## config.mk

```make
export PLATFORM = sky130hd
export DESIGN_NAME = sr04_scheduler
export DESIGN_NICKNAME = d
export VERILOG_FILES = /design/src/rtl/sr04_pkg.sv /design/src/rtl/sr04_auto_timer.sv /design/src/rtl/sr04_scheduler.sv
export SDC_FILE = /design/constraint.sdc
export NUM_CORES = 1
export LEC_CHECK = 0
export ABC_AREA = 0
export ABC_CLOCK_PERIOD_IN_PS = 3710
export CORE_ASPECT_RATIO = 0.7
export CORE_MARGIN = 4
export CORE_UTILIZATION = 62
export DETAILED_ROUTE_END_ITERATION = 12
export DONT_BUFFER_PORTS = 1
export PLACE_DENSITY = 0.79
export SLEW_MARGIN = 20
export SYNTH_ARGS = -nofsm -noshare
export SYNTH_HDL_FRONTEND = slang
export SYNTH_SLANG_ARGS = --single-unit
```

## constraint.sdc

```tcl
create_clock -name clk -period 3.71 [get_ports clk]
set_clock_uncertainty 0.15 [all_clocks]
set_input_delay 0.1855 -clock clk [delete_from_list [all_inputs] [get_ports clk]]
set_output_delay 0.1855 -clock clk [all_outputs]
set_load 0.02 [all_outputs]
```

## src/rtl/sr04_pkg.sv

```systemverilog
// sr04_pkg: shared state encoding, source codes and timing defaults for the SR04 scheduler
package sr04_pkg;
    localparam int CNT_W              = 20;
    localparam int GAP_US_DEF         = 60000;
    localparam int TIMEOUT_US_DEF     = 30000;
    localparam int AUTO_PERIOD_US_DEF = 500000;
    typedef enum logic [2:0] {S_IDLE, S_ISSUE, S_MEASURE, S_REPORT, S_GAP} state_t;
    typedef enum logic [1:0] {SRC_NONE, SRC_CMD, SRC_BTN, SRC_AUTO} src_t;
endpackage

```

## src/rtl/sr04_auto_timer.sv

```systemverilog
// sr04_auto_timer: free-running tick counter that fires once per period while enabled
module sr04_auto_timer
    import sr04_pkg::*;
#(
    parameter int PERIOD_US = AUTO_PERIOD_US_DEF
) (
    input  logic clk,
    input  logic rst,
    input  logic tick_i,
    input  logic en_i,
    output logic fire_o
);
    logic [CNT_W-1:0] cnt_q, cnt_d;
    logic             wrap;
    // count ticks, wrap at the period end, hold at zero while disabled
    always_comb begin
        wrap   = tick_i && cnt_q == CNT_W'(PERIOD_US - 1);
        cnt_d  = !en_i ? '0 : wrap ? '0 : tick_i ? cnt_q + 1'b1 : cnt_q;
        fire_o = en_i && wrap;
    end
    // period counter register
    always_ff @(posedge clk or posedge rst)
        if (rst) cnt_q <= '0;
        else     cnt_q <= cnt_d;
endmodule

```

## src/rtl/sr04_scheduler.sv

```systemverilog
// sr04_scheduler: arbitrates cmd/btn/auto requests into spaced, time-limited SR04 measurements
module sr04_scheduler
    import sr04_pkg::*;
#(
    parameter int GAP_US         = GAP_US_DEF,
    parameter int TIMEOUT_US     = TIMEOUT_US_DEF,
    parameter int AUTO_PERIOD_US = AUTO_PERIOD_US_DEF
) (
    input  logic       clk,
    input  logic       rst,
    input  logic       tick_1us,
    input  logic       btn_req,
    input  logic       cmd_req,
    input  logic       auto_en,
    input  logic       dist_done,
    input  logic [8:0] dist_in,
    output logic       meas_start,
    output logic       meas_abort,
    output logic       send_start,
    output logic [8:0] dist_out,
    output logic       busy,
    output logic       timeout_err,
    output logic [1:0] src_last
);
    state_t           state_q, state_d;
    src_t             src_q, src_d;
    logic [2:0]       pend_q, pend_d, clr;
    logic [CNT_W-1:0] cnt_q, cnt_d;
    logic [8:0]       dist_q, dist_d;
    logic             terr_q, terr_d, abort_d;
    logic             start_q, abort_q, send_q, busy_q;
    logic             auto_fire, tmo, gap_end;

    sr04_auto_timer #(.PERIOD_US(AUTO_PERIOD_US)) u_auto (
        .clk    (clk),
        .rst    (rst),
        .tick_i (tick_1us),
        .en_i   (auto_en),
        .fire_o (auto_fire)
    );

    // next state, shared tick counter, latched result; pending flags are {auto, btn, cmd}
    always_comb begin
        state_d = state_q;
        src_d   = src_q;
        cnt_d   = cnt_q;
        dist_d  = dist_q;
        terr_d  = terr_q;
        abort_d = 1'b0;
        clr     = '0;
        tmo     = tick_1us && cnt_q == CNT_W'(TIMEOUT_US - 1);
        gap_end = tick_1us && cnt_q == CNT_W'(GAP_US - 1);
        case (state_q)
            S_IDLE:
                if (|pend_q) begin
                    state_d = S_ISSUE;
                    src_d   = pend_q[0] ? SRC_CMD : pend_q[1] ? SRC_BTN : SRC_AUTO;
                end
            S_ISSUE: begin
                state_d = S_MEASURE;
                cnt_d   = '0;
                clr     = src_q == SRC_CMD ? 3'b001 : src_q == SRC_BTN ? 3'b010 : 3'b100;
            end
            S_MEASURE:
                if (dist_done) begin
                    state_d = S_REPORT;
                    dist_d  = dist_in;
                    terr_d  = 1'b0;
                end else if (tmo) begin
                    state_d = S_GAP;
                    terr_d  = 1'b1;
                    abort_d = 1'b1;
                    cnt_d   = '0;
                end else cnt_d = cnt_q + CNT_W'(tick_1us);
            S_REPORT: begin
                state_d = S_GAP;
                cnt_d   = '0;
            end
            S_GAP:
                if (gap_end) state_d = S_IDLE;
                else cnt_d = cnt_q + CNT_W'(tick_1us);
            default: state_d = S_IDLE;
        endcase
        // a new request in the clearing cycle wins over the clear
        pend_d = (pend_q & ~clr) | {auto_fire, btn_req, cmd_req};
        if (!auto_en) pend_d[2] = 1'b0;
    end

    // state/datapath registers; strobes and busy are registered from the next-state decision
    always_ff @(posedge clk or posedge rst)
        if (rst) begin
            state_q <= S_IDLE;
            src_q   <= SRC_NONE;
            pend_q  <= '0;
            cnt_q   <= '0;
            dist_q  <= '0;
            terr_q  <= 1'b0;
            start_q <= 1'b0;
            abort_q <= 1'b0;
            send_q  <= 1'b0;
            busy_q  <= 1'b0;
        end else begin
            state_q <= state_d;
            src_q   <= src_d;
            pend_q  <= pend_d;
            cnt_q   <= cnt_d;
            dist_q  <= dist_d;
            terr_q  <= terr_d;
            start_q <= state_d == S_ISSUE;
            abort_q <= abort_d;
            send_q  <= state_d == S_REPORT;
            busy_q  <= state_d != S_IDLE;
        end

    assign meas_start  = start_q;
    assign meas_abort  = abort_q;
    assign send_start  = send_q;
    assign dist_out    = dist_q;
    assign busy        = busy_q;
    assign timeout_err = terr_q;
    assign src_last    = src_q;
endmodule

```

# Word-level counts from Yosys, hierarchy flattened
# Index checks and enable logic that the tools add are counted.
dict set report totals {
  ff_bits 62
  wordCells 67
}
dict set report op_classes {
  addsub 2
  n_eq_ne 14
  n_mux 23
  bitwise 3
  n_reduce_logical 14
}
# operator n
set op_table {}
lappend op_table {{$mux W20} 6}
lappend op_table {{$pmux W20 S3} 1}
lappend op_table {{$mux W3} 7}
lappend op_table {{$add A20 B1 Y20} 1}
lappend op_table {{$add A20 B1 Y20 const B} 1}
lappend op_table {{$eq A20 B15 Y1 const B} 1}
lappend op_table {{$eq A20 B16 Y1 const B} 1}
lappend op_table {{$eq A20 B19 Y1 const B} 1}
lappend op_table {{$pmux W3 S5} 1}
lappend op_table {{$eq A3 B2 Y1 const B} 3}
lappend op_table {{$mux W1} 7}
lappend op_table {{$eq A3 B1 Y1 const B} 2}
lappend op_table {{$reduce_and A2 Y1} 3}
lappend op_table {{$reduce_bool A3 Y1} 2}
lappend op_table {{$logic_and A1 B1 Y1} 4}
lappend op_table {{$ne A2 B2 Y1 const B} 2}
lappend op_table {{$and A3 B3 Y3} 1}
lappend op_table {{$eq A3 B3 Y1 const B} 1}
lappend op_table {{$logic_not A3 Y1} 1}
lappend op_table {{$ne A3 B2 Y1 const B} 1}
lappend op_table {{$not A3 Y3} 1}
lappend op_table {{$or A3 B3 Y3} 1}
lappend op_table {{$reduce_and A3 Y1} 1}
lappend op_table {{$reduce_or A3 Y1} 1}
lappend op_table {{other kinds (5)} 5}

# Depth between registers and ports, before layout
# Gate-level depths: netlist of run 1.
dict set report depth {
  depth_word 8
  depth_mapped 8
  mapped_depth_nobuf 8
}

# By module
# A second synthesis of run 1 with hierarchy kept.
dict set report unflattened {
  hier_cells 312
  area_unflattened_um2 3289.4
}
# mod n_inst cells_per_inst area_each_um2 seq_area_each_um2
set by_module_without_submodules {}
lappend by_module_without_submodules {sr04_scheduler 1 200 2193.4 1051.0}
lappend by_module_without_submodules {sr04_auto_timer 1 112 1096.1 500.5}

# Worst setup path after synthesis of run 1
# OpenSTA, ideal clock, no wires.
dict set report synth_timing {
  path_type {flip-flop to flip-flop}
  startpoint {reg cnt_q[4]}
  endpoint {reg cnt_q[9]}
  setup_ns 0.120
  t_arrival_ns 1.939
  path_slack_ns 1.502
  stages_incl_launch_ff 8
  n_path_buf 1
  period_less_slack_ns 2.208
  path_cell_list {dfrtp_1 -> nor4b_2 -> nand3_1 -> or3_4 -> or3_4 -> a21oi_4 -> buf_6 -> nor2_1}
}
dict set report synth_via {
  elab_chain_len 5
}
# item line_no
set synth_rtl {}
lappend synth_rtl {{start: declaration} sr04_scheduler.sv:28} ;# logic [CNT_W-1:0] cnt_q, cnt_d;
lappend synth_rtl {{start signal: assignment} sr04_scheduler.sv:106} ;# cnt_q <= cnt_d;
lappend synth_rtl {{branches (longest 5 deep; another with $add A20 B1 Y20)} --}
# Parallel ways; which one is timed is not known. The select of a mux whose other input is x is not followed.
# A chain may end at the register's enable or synchronous reset.

# Worst setup path in the final report of run 1
dict set report layout_timing {
  startpoint {reg cnt_q[4]}
  endpoint {reg cnt_q[11]}
}
# The elaborated chain is that of the path after synthesis.

==> metrics.md, run 1 <==
| Metric | Value |
|---|---|
| Endpoints failing setup | `0` |
| Synth Flop Type | `dfrtp_1` |
| Total power | `2.05 mW` |
| Via density | `5.90` |
| Vias in the first global route | `2,445` |
| Clock Path Buffers | `2` |
| CP startpoint kind | `register` |
| Global route overflow | `0` |
| Worst-path clk slew | `0.07 ns` |
| Row count | `21` |
| Largest net degree at the start of global routing | `34` |
| Clock root buffer | `clkbuf_8` |
| First-pass GRT wire length | `11,800 µm` |
| VDD IR-drop max | `0.000637 V` |
| Antenna-violating nets left | `0` |
| DP HPWL | `4360 µm` |
| Vias | `2,468` |
| Critical Path Most Common Cell | `or3_4` |
| Hold slack final | `0.0210 ns` |
| Seq/Total Area, Yosys | `49.5%` |
| Netlist Area Pre-Place | `3140 µm²` |
| Synthesized area per cell | `9.74 µm²` |
| Critical Path AT | `2.67 ns` |
| Top-level I/O count | `32` |
| Layout net count | `365` |
| Drt initial violations | `255` |
| CTS H-tree depth | `3` |
| Status | `finished clean` |
| Number of buffers created by CTS | `9` |
| Slew @ Worst Pin | `0.790 ns` |
| Synth Warn # | `0` |
| Port Buffers | `0` |
| Min Tclk post-route | `2.60 ns` |
| Slew margin rel. | `46.8%` |
| Yosys reg bits | `62` |
| Net count after synthesis | `343` |
| DR DRC count | `0` |
| Most common cell after layout, fill and taps aside | `dfrtp_1` |
| P&R area growth vs syn | `13.6%` |
| FMAX | `385 MHz` |
| Final period utilization | `70.0%` |
| # clock sinks | `62` |
| Yosys top cell area share | `49.5%` |
| Most frequent cells in the layout | `dfrtp_1, nor2_1, nand2_1` |
| Die Area | `6280 µm²` |
| Die X | `93.0 µm` |
| # diodes | `0` |
| GRT Resource Usage Total | `24.8%` |
| Crit path largest cell delay | `0.45 ns` |
| Final hold vios | `0` |
| Post-Synthesis Cells | `322` |
| Setup WS post-layout | `1.11 ns` |
| RePlAce Congestion | `0.814` |
| Fin Setup TNS | `0 ns` |
| Core Util, Final | `73.7%` |
| Post-synth EDFFs | `0` |
| Number of max-cap violations | `0` |
| Initial core utilization | `64.9%` |
| Crit path max-delay family | `simple AND/OR/NAND/NOR gates` |
| Final WL | `6990 µm` |
| Pins Over Slew Limit | `0` |
| Unrepaired setup endpoints after global routing | `false` |
| Post-CTS sizing | `0` |
| Worst Hold Class | `input pin to register` |
| Pre-antenna DRT Iters | `4` |
| WP buf/inv | `0` |
| Dominant cells by area after synthesis | `dfrtp_1, nor2_1, xor2_1` |
| Slowest cell on crit path | `dfrtp_1` |
| Layout cells sized above 1 | `11.7%` |
| Post-placement setup slack | `1.17 ns` |
| Critical Path RT | `3.79 ns` |
| Crit-path max FO | `15` |
| Ys async rst share | `100%` |
| Power Dens Cells | `575 nW/µm²` |
| Initial antenna violation count | `0` |
| Worst-path cell chain | `nor4b_2 -> nand3_1 -> or3_4 -> or3_4 -> a21oi_4 -> o21ba_2` |
| Die Span Y | `67.5 µm` |
| Setup CP Type | `register to register` |
| Yosys cell types | `42` |
| CORE AREA | `4830 µm²` |
| Setup crit end kind | `register` |
| Routed len/inst | `16.7 µm` |
| TritonCTS clock tree | `built` |
| Clk Latency, worst-skew pair | `0.34 ns` |
| Leak | `1.48 nW` |
| Area leader, netlist | `dfrtp_1` |
## path summary, 6_finish.rpt
check                                      from                 endpoint  slack (ns)  cells past startpoint
max                        cnt_q[4]$_DFFE_PP0P_    cnt_q[11]$_DFFE_PP0P_        1.11                      6
min                                    tick_1us     cnt_q[0]$_DFFE_PP0P_        0.02                      3
max reg2reg                cnt_q[4]$_DFFE_PP0P_    cnt_q[11]$_DFFE_PP0P_        1.11                      6
min reg2reg                 pend_q[0]$_DFF_PP0_  src_last[1]$_DFFE_PP0P_        0.35                      1
max in group asynchronous                   rst    cnt_q[19]$_DFFE_PP0P_        2.31                      3
min in group asynchronous                   rst     state_q[1]$_DFF_PP0_        0.25                      2
## timing repair
action                    CTS  global route
hold endpoints to repair   52             0
hold buffers               16             0
setup buffers               0             0
## power by group
group	internal, mW	total (mW)	switching (mW)	leakage, nW
Sequential	0.785	0.992	0.207	0.821
Combinational	0.184	0.462	0.278	0.557
Clock	0.346	0.596	0.250	0.0996
Total	1.32	2.05	0.735	1.48
## stage by stage
step | std cells | area, µm²
after global routing | 418 | 3560
final | 418 | 3560
after detailed placement | 386 | 3200
after CTS | 418 | 3560
after global placement | 386 | 3200
after floorplan | 322 | 3140
## metal layers
layer / GRT usage (%) / up-vias / part of all wire (%)
met1: 33.4 / 1183 / 45
met3: 7.68 / 18 / 8.8
met4: 9.87 / 0 / 2.5
li1: - / 1161 / -
met2: 38.1 / 106 / 44
met5: 0 / - / 0
## flip-flops by register name (all words and copies together), names as in the netlist, 2 cells and up
signal,count
cnt_q,20
dist_out,9
pend_q,3
src_last,2
state_q,3
u_auto.cnt_q,20
## cells by family (layout without fill, tap and decap cells)
logic type / after synthesis / after routing / share of synthesized area (%)
AO/OA/AOI/OAI: 36 / 36 / 7.62
multiplexers: 9 / 9 / 3.23
buffers and inverters: 23 / 50 / 3.35
flip-flops: 62 / 62 / 49.5
AND/OR/NAND/NOR: 158 / 158 / 26.2
XOR/XNOR: 29 / 29 / 8.10
adder cells (fa/ha/maj): 5 / 5 / 1.99
## worst reg2reg max path: stages (launching register included)
cell and delay [ns]:
dfrtp_1 0.45, nor4b_2 0.30, nand3_1 0.13, or3_4 0.45, or3_4 0.37, a21oi_4 0.41, o21ba_2 0.22
## cell usage after synthesis (2+ instances only)
cell       n
dfrtp_1   62
nor2_1    43
nand2_1   27
nand3_1   20
xor2_1    18
inv_1     15
nor3_1    14
nand4_1   13
o21ai_0   13
xnor2_1   11
mux2_2     9
a21oi_1    8
nor4_1     7
clkbuf_1   5
ha_1       5
or3_1      5
and2_1     4
nand2b_1   4
a21boi_0   3
a22o_1     3
and3_1     3
a21o_1     2
and4_1     2
and4bb_2   2
buf_6      2
nand3b_1   2
nor2b_1    2
o21a_1     2
or2_2      2
or3_4      2
## final cells by class
cell class / count / area (µm²)
sequential: 62 / 1550
timing repair buffer: 19 / 183
clock buffer: 13 / 159
tap: 69 / 86.3
fill: 337 / 1270
multi-input combinational: 237 / 1490
inverter: 15 / 56.3
clock inverter: 3 / 42.5
Note: power is estimated with default switching activity, not from simulation.
==> run 2, diff against run 1 <==
--- a/config.mk
+++ b/config.mk
@@ -5,8 +5,8 @@
 export SDC_FILE = /design/constraint.sdc
 export NUM_CORES = 1
 export LEC_CHECK = 0
-export ABC_AREA = 0
-export ABC_CLOCK_PERIOD_IN_PS = 3710
+export ABC_AREA = 1
+export ABC_CLOCK_PERIOD_IN_PS = 2400
 export CORE_ASPECT_RATIO = 0.7
 export CORE_MARGIN = 4
 export CORE_UTILIZATION = 62
==> constraint.sdc (replaced) <==
create_clock -name clk -period 2.4 [get_ports clk]
set_clock_uncertainty 0.15 [all_clocks]
set_input_delay 0.12 -clock clk [delete_from_list [all_inputs] [get_ports clk]]
set_output_delay 0.12 -clock clk [all_outputs]
set_load 0.02 [all_outputs]
==> run 2 against run 1 <==
Compared with the run above:
- non-clock buffer count is 4 higher
- register-to-register slack worse by 0.73 ns
- clock power rose by 38%
- worst setup slack lost 0.85 ns
- largest power group unchanged
- highest routed layer unchanged
- via count rose by 40%
- global-route usage rose by 3.3 points
- die area is 16% higher
- wire length grew 32%
- flip-flop and latch count stayed put
- cell count increased by 48%
- critical path depth increased by 7
==> metrics.md, run 2 <==
| Metric | Value |
|---|---|
| Via density | `5.58 (was 5.90)` |
| Initial antenna violation count | `0 (unchanged)` |
| Leak | `2.01 nW (was 1.48 nW)` |
| Routed len/inst | `14.9 µm (was 16.7 µm)` |
| Area leader, netlist | `dfrtp_1 (unchanged)` |
| Critical Path Most Common Cell | `nand2_1 (was or3_4)` |
| WHS Path Cells | `4 (was 3)` |
| Number of post-CTS setup repair buffers | `0 (unchanged)` |
| Hold slack final | `0.0730 ns (was 0.0210 ns)` |
| Pre-antenna DRT Iters | `5 (was 4)` |
| Critical Path RT | `2.54 ns (was 3.79 ns)` |
| CTS H-tree depth | `3 (unchanged)` |
| Pins Over Slew Limit | `0 (unchanged)` |
| VDD IR-drop max | `0.000916 V (was 0.000637 V)` |
| Yosys top cell area share | `41.9% (was 49.5%)` |
| Final hold vios | `0 (unchanged)` |
| TritonCTS clock tree | `built (unchanged)` |
| Slew @ Worst Pin | `0.590 ns (was 0.790 ns)` |
| Final period utilization | `88.9%` |
| Slew margin rel. | `60.6% (was 46.8%)` |
| Number of buffers created by CTS | `9 (unchanged)` |
| Switching power | `1.35 mW (was 735 µW)` |
| P&R area growth vs syn | `11.1% (was 13.6%)` |
| Crit path max-delay family | `simple AND/OR/NAND/NOR gates (unchanged)` |
| Area of the multi-input gates | `1830 µm² (was 1490 µm²)` |
| Layout cells sized above 1 | `10.1% (was 11.7%)` |
| Most frequent cells after synthesis | `nand2_1, nor2_1, dfrtp_1 (was dfrtp_1, nor2_1, nand2_1)` |
| Antenna-violating nets left | `0 (unchanged)` |
| Most frequent cell after synthesis | `nand2_1 (was dfrtp_1)` |
| Critical Path AT | `2.27 ns (was 2.67 ns)` |
| Clock root buffer | `clkbuf_8 (unchanged)` |
| Worst-path cell chain | `dlygate4sd3_1 -> ha_2 -> ha_2 -> nand2_1 -> nor2_1 -> nand2_1 -> nor2_1 -> nor2_1 -> nor2_1 -> nand3_1 -> nand2_1 -> nand2_1 -> nand2_1 (was nor4b_2 -> nand3_1 -> or3_4 -> or3_4 -> a21oi_4 -> o21ba_2)` |
| Worst Hold Class | `input pin to register (unchanged)` |
| DP HPWL | `6520 µm (was 4360 µm)` |
| # diodes | `0 (unchanged)` |
| Worst hold start | `tick_1us (unchanged)` |
| Clock Path Buffers | `2 (unchanged)` |
| CP startpoint kind | `input pin (was register)` |
| Top-level I/O count | `32 (unchanged)` |
| R2R cell count | `12 (was 6)` |
| Die Area | `7290 µm² (was 6280 µm²)` |
| Area after DPL | `3770 µm² (was 3200 µm²)` |
| Clk Latency, worst-skew pair | `0.35 ns (was 0.34 ns)` |
| Comb power frac | `28.3% (was 22.5%)` |
| Dominant cells by area after synthesis | `dfrtp_1, nand2_1, nor2_1 (was dfrtp_1, nor2_1, xor2_1)` |
| Switching Share | `42.1% (was 35.8%)` |
| Most common cell after layout, fill and taps aside | `nand2_1 (was dfrtp_1)` |
| Initial core utilization | `64.3% (was 64.9%)` |
| GRT Resource Usage Total | `28.1% (was 24.8%)` |
| Vias in the first global route | `3,213 (was 2,445)` |
| Total power | `3.20 mW (was 2.05 mW)` |
| Filler instances | `453 (was 337)` |
| Clock power frac | `25.7% (was 29.1%)` |
| Power Dens Cells | `778 nW/µm² (was 575 nW/µm²)` |
| Netlist Area Pre-Place | `3700 µm² (was 3140 µm²)` |
| Yosys cell types | `40 (was 42)` |
| Setup CP Type | `input pin to register (was register to register)` |
| Fin Setup TNS | `0 ns (unchanged)` |
| Global route overflow | `0 (unchanged)` |
| Seq/Total Area, Yosys | `41.9% (was 49.5%)` |
| Endpoints failing setup | `0 (unchanged)` |
| CORE AREA | `5760 µm² (was 4830 µm²)` |
| Min Tclk post-route | `2.13 ns` |
| Synthesized area per cell | `7.16 µm² (was 9.74 µm²)` |
| FMAX | `468 MHz` |
| # clock sinks | `62 (unchanged)` |
| DR DRC count | `0 (unchanged)` |
| Net count after synthesis | `538 (was 343)` |
| Sequential share of power | `45.9% (was 48.4%)` |
| Die Span Y | `72.6 µm (was 67.5 µm)` |
| Unrepaired setup endpoints after global routing | `false (unchanged)` |
| Post-placement setup slack | `0.345 ns (was 1.17 ns)` |
| Register area | `1550 µm² (unchanged)` |
| R2R Path Start | `cnt_q[0]$_DFFE_PP0P_ (was cnt_q[4]$_DFFE_PP0P_)` |
| Crit path largest cell delay | `0.70 ns (was 0.45 ns)` |
| Setup WS post-layout | `0.265 ns (was 1.11 ns)` |
| Worst-path clk slew | `0.07 ns (about the same)` |
| Final WL | `9230 µm (was 6990 µm)` |
| Synth Flop Type | `dfrtp_1 (unchanged)` |
| Post-Synthesis Cells | `517 (was 322)` |
| RePlAce Congestion | `0.986 (was 0.814)` |
| Critical path origin | `tick_1us (was cnt_q[4]$_DFFE_PP0P_)` |
| Vias | `3,454 (was 2,468)` |
| Crit-path max FO | `6 (was 15)` |
| Layout net count | `560 (was 365)` |
| Die X | `100 µm (was 93.0 µm)` |
| Row count | `23 (was 21)` |
| Synth Warn # | `0 (unchanged)` |
| Port Buffers | `0 (unchanged)` |
| Largest net degree at the start of global routing | `35 (was 34)` |
| Number of max-cap violations | `0 (unchanged)` |
| Drt initial violations | `331 (was 255)` |
| WP buf/inv | `1 (was 0)` |
| Power Internal | `1.85 mW (was 1.32 mW)` |
| Stages on the worst setup path | `13 (was 6)` |
| Ys async rst share | `100% (unchanged)` |
| Slowest cell on crit path | `dlygate4sd3_1 (was dfrtp_1)` |
| Status | `finished clean (unchanged)` |
| Most frequent cells in the layout | `nand2_1, nor2_1, dfrtp_1 (was dfrtp_1, nor2_1, nand2_1)` |
| Setup crit end kind | `register (unchanged)` |
| Fin area | `4110 µm² (was 3560 µm²)` |
| Yosys reg bits | `62 (unchanged)` |
| First-pass GRT wire length | `15,800 µm (was 11,800 µm)` |
| Post-synth EDFFs | `0 (unchanged)` |
-- run 2: tightest hold or removal path: cells and delay by family --
kind / cells / cell delay, ns
and+or+nand+nor: 4 / 0.39
-- run 2: cell type report --
class / count / area share [%]
Inverter: 64 / 5.84
Clock buffer: 9 / 3.01
Sequential cell: 62 / 37.7
Timing Repair Buffer: 23 / 5.48
Tap cell: 75 / 2.28
Multi-Input combinational cell: 379 / 44.4
Clock inverter: 7 / 1.22
-- run 2: power by group through the flow --
| stage | clock (mW) | sequential, mW | combinational [mW] |
|---|---|---|---|
| floorplan | 0 | 1.44 | 0.749 |
| global placement | 0 | 1.48 | 0.836 |
| detailed placement | 0 | 1.48 | 0.857 |
| CTS | 0.828 | 1.47 | 0.885 |
| global route | 0.874 | 1.49 | 1.02 |
| finish | 0.823 | 1.47 | 0.906 |
-- run 2: kinds of logic (layout without fill, tap and decap cells) --
| kind of cell | count (synthesis) | after routing | share of synthesized area [%] |
|---|---|---|---|
| compound gates | 45 | 45 | 7.81 |
| xor+xnor | 13 | 13 | 3.08 |
| fa+ha+maj | 5 | 5 | 1.69 |
| buf+inv | 76 | 103 | 8.82 |
| flops | 62 | 62 | 41.9 |
| simple gates | 316 | 316 | 36.7 |
-- run 2: worst paths after layout --
| check | slack [ns] | endpoint |
|---|---|---|
| max reg2reg | 0.38 | cnt_q[14]$_DFFE_PP0P_ |
| max in group asynchronous | 1.34 | cnt_q[4]$_DFFE_PP0P_ |
| max | 0.27 | cnt_q[14]$_DFFE_PP0P_ |
| min in group asynchronous | 0.17 | send_start$_DFF_PP0_ |
| min | 0.07 | meas_abort$_DFF_PP0_ |
| min reg2reg | 0.31 | src_last[0]$_DFFE_PP0P_ |
-- run 2: metal layers --
layer / part of all wire [%] / up-vias / global-route usage, %
met2: 41 / 161 / 37.8
met1: 47 / 1592 / 43.1
met5: 0 / - / 0
met3: 11 / 11 / 7.74
li1: - / 1690 / -
met4: 1.2 / 0 / 10.0
-- run 2: through the flow --
stage                     util [%]  cells
after floorplan                  -    517
after global placement        65.6    587
after detailed placement      65.6    587
after CTS                     71.4    619
after global routing          71.5    619
final                         71.5    619
-- run 2: timing repair --
action,CTS,global route
endpoints found under the hold margin,58,0
hold buffers,16,0
endpoints found under the setup margin,0,1
gates resized for setup,0,2
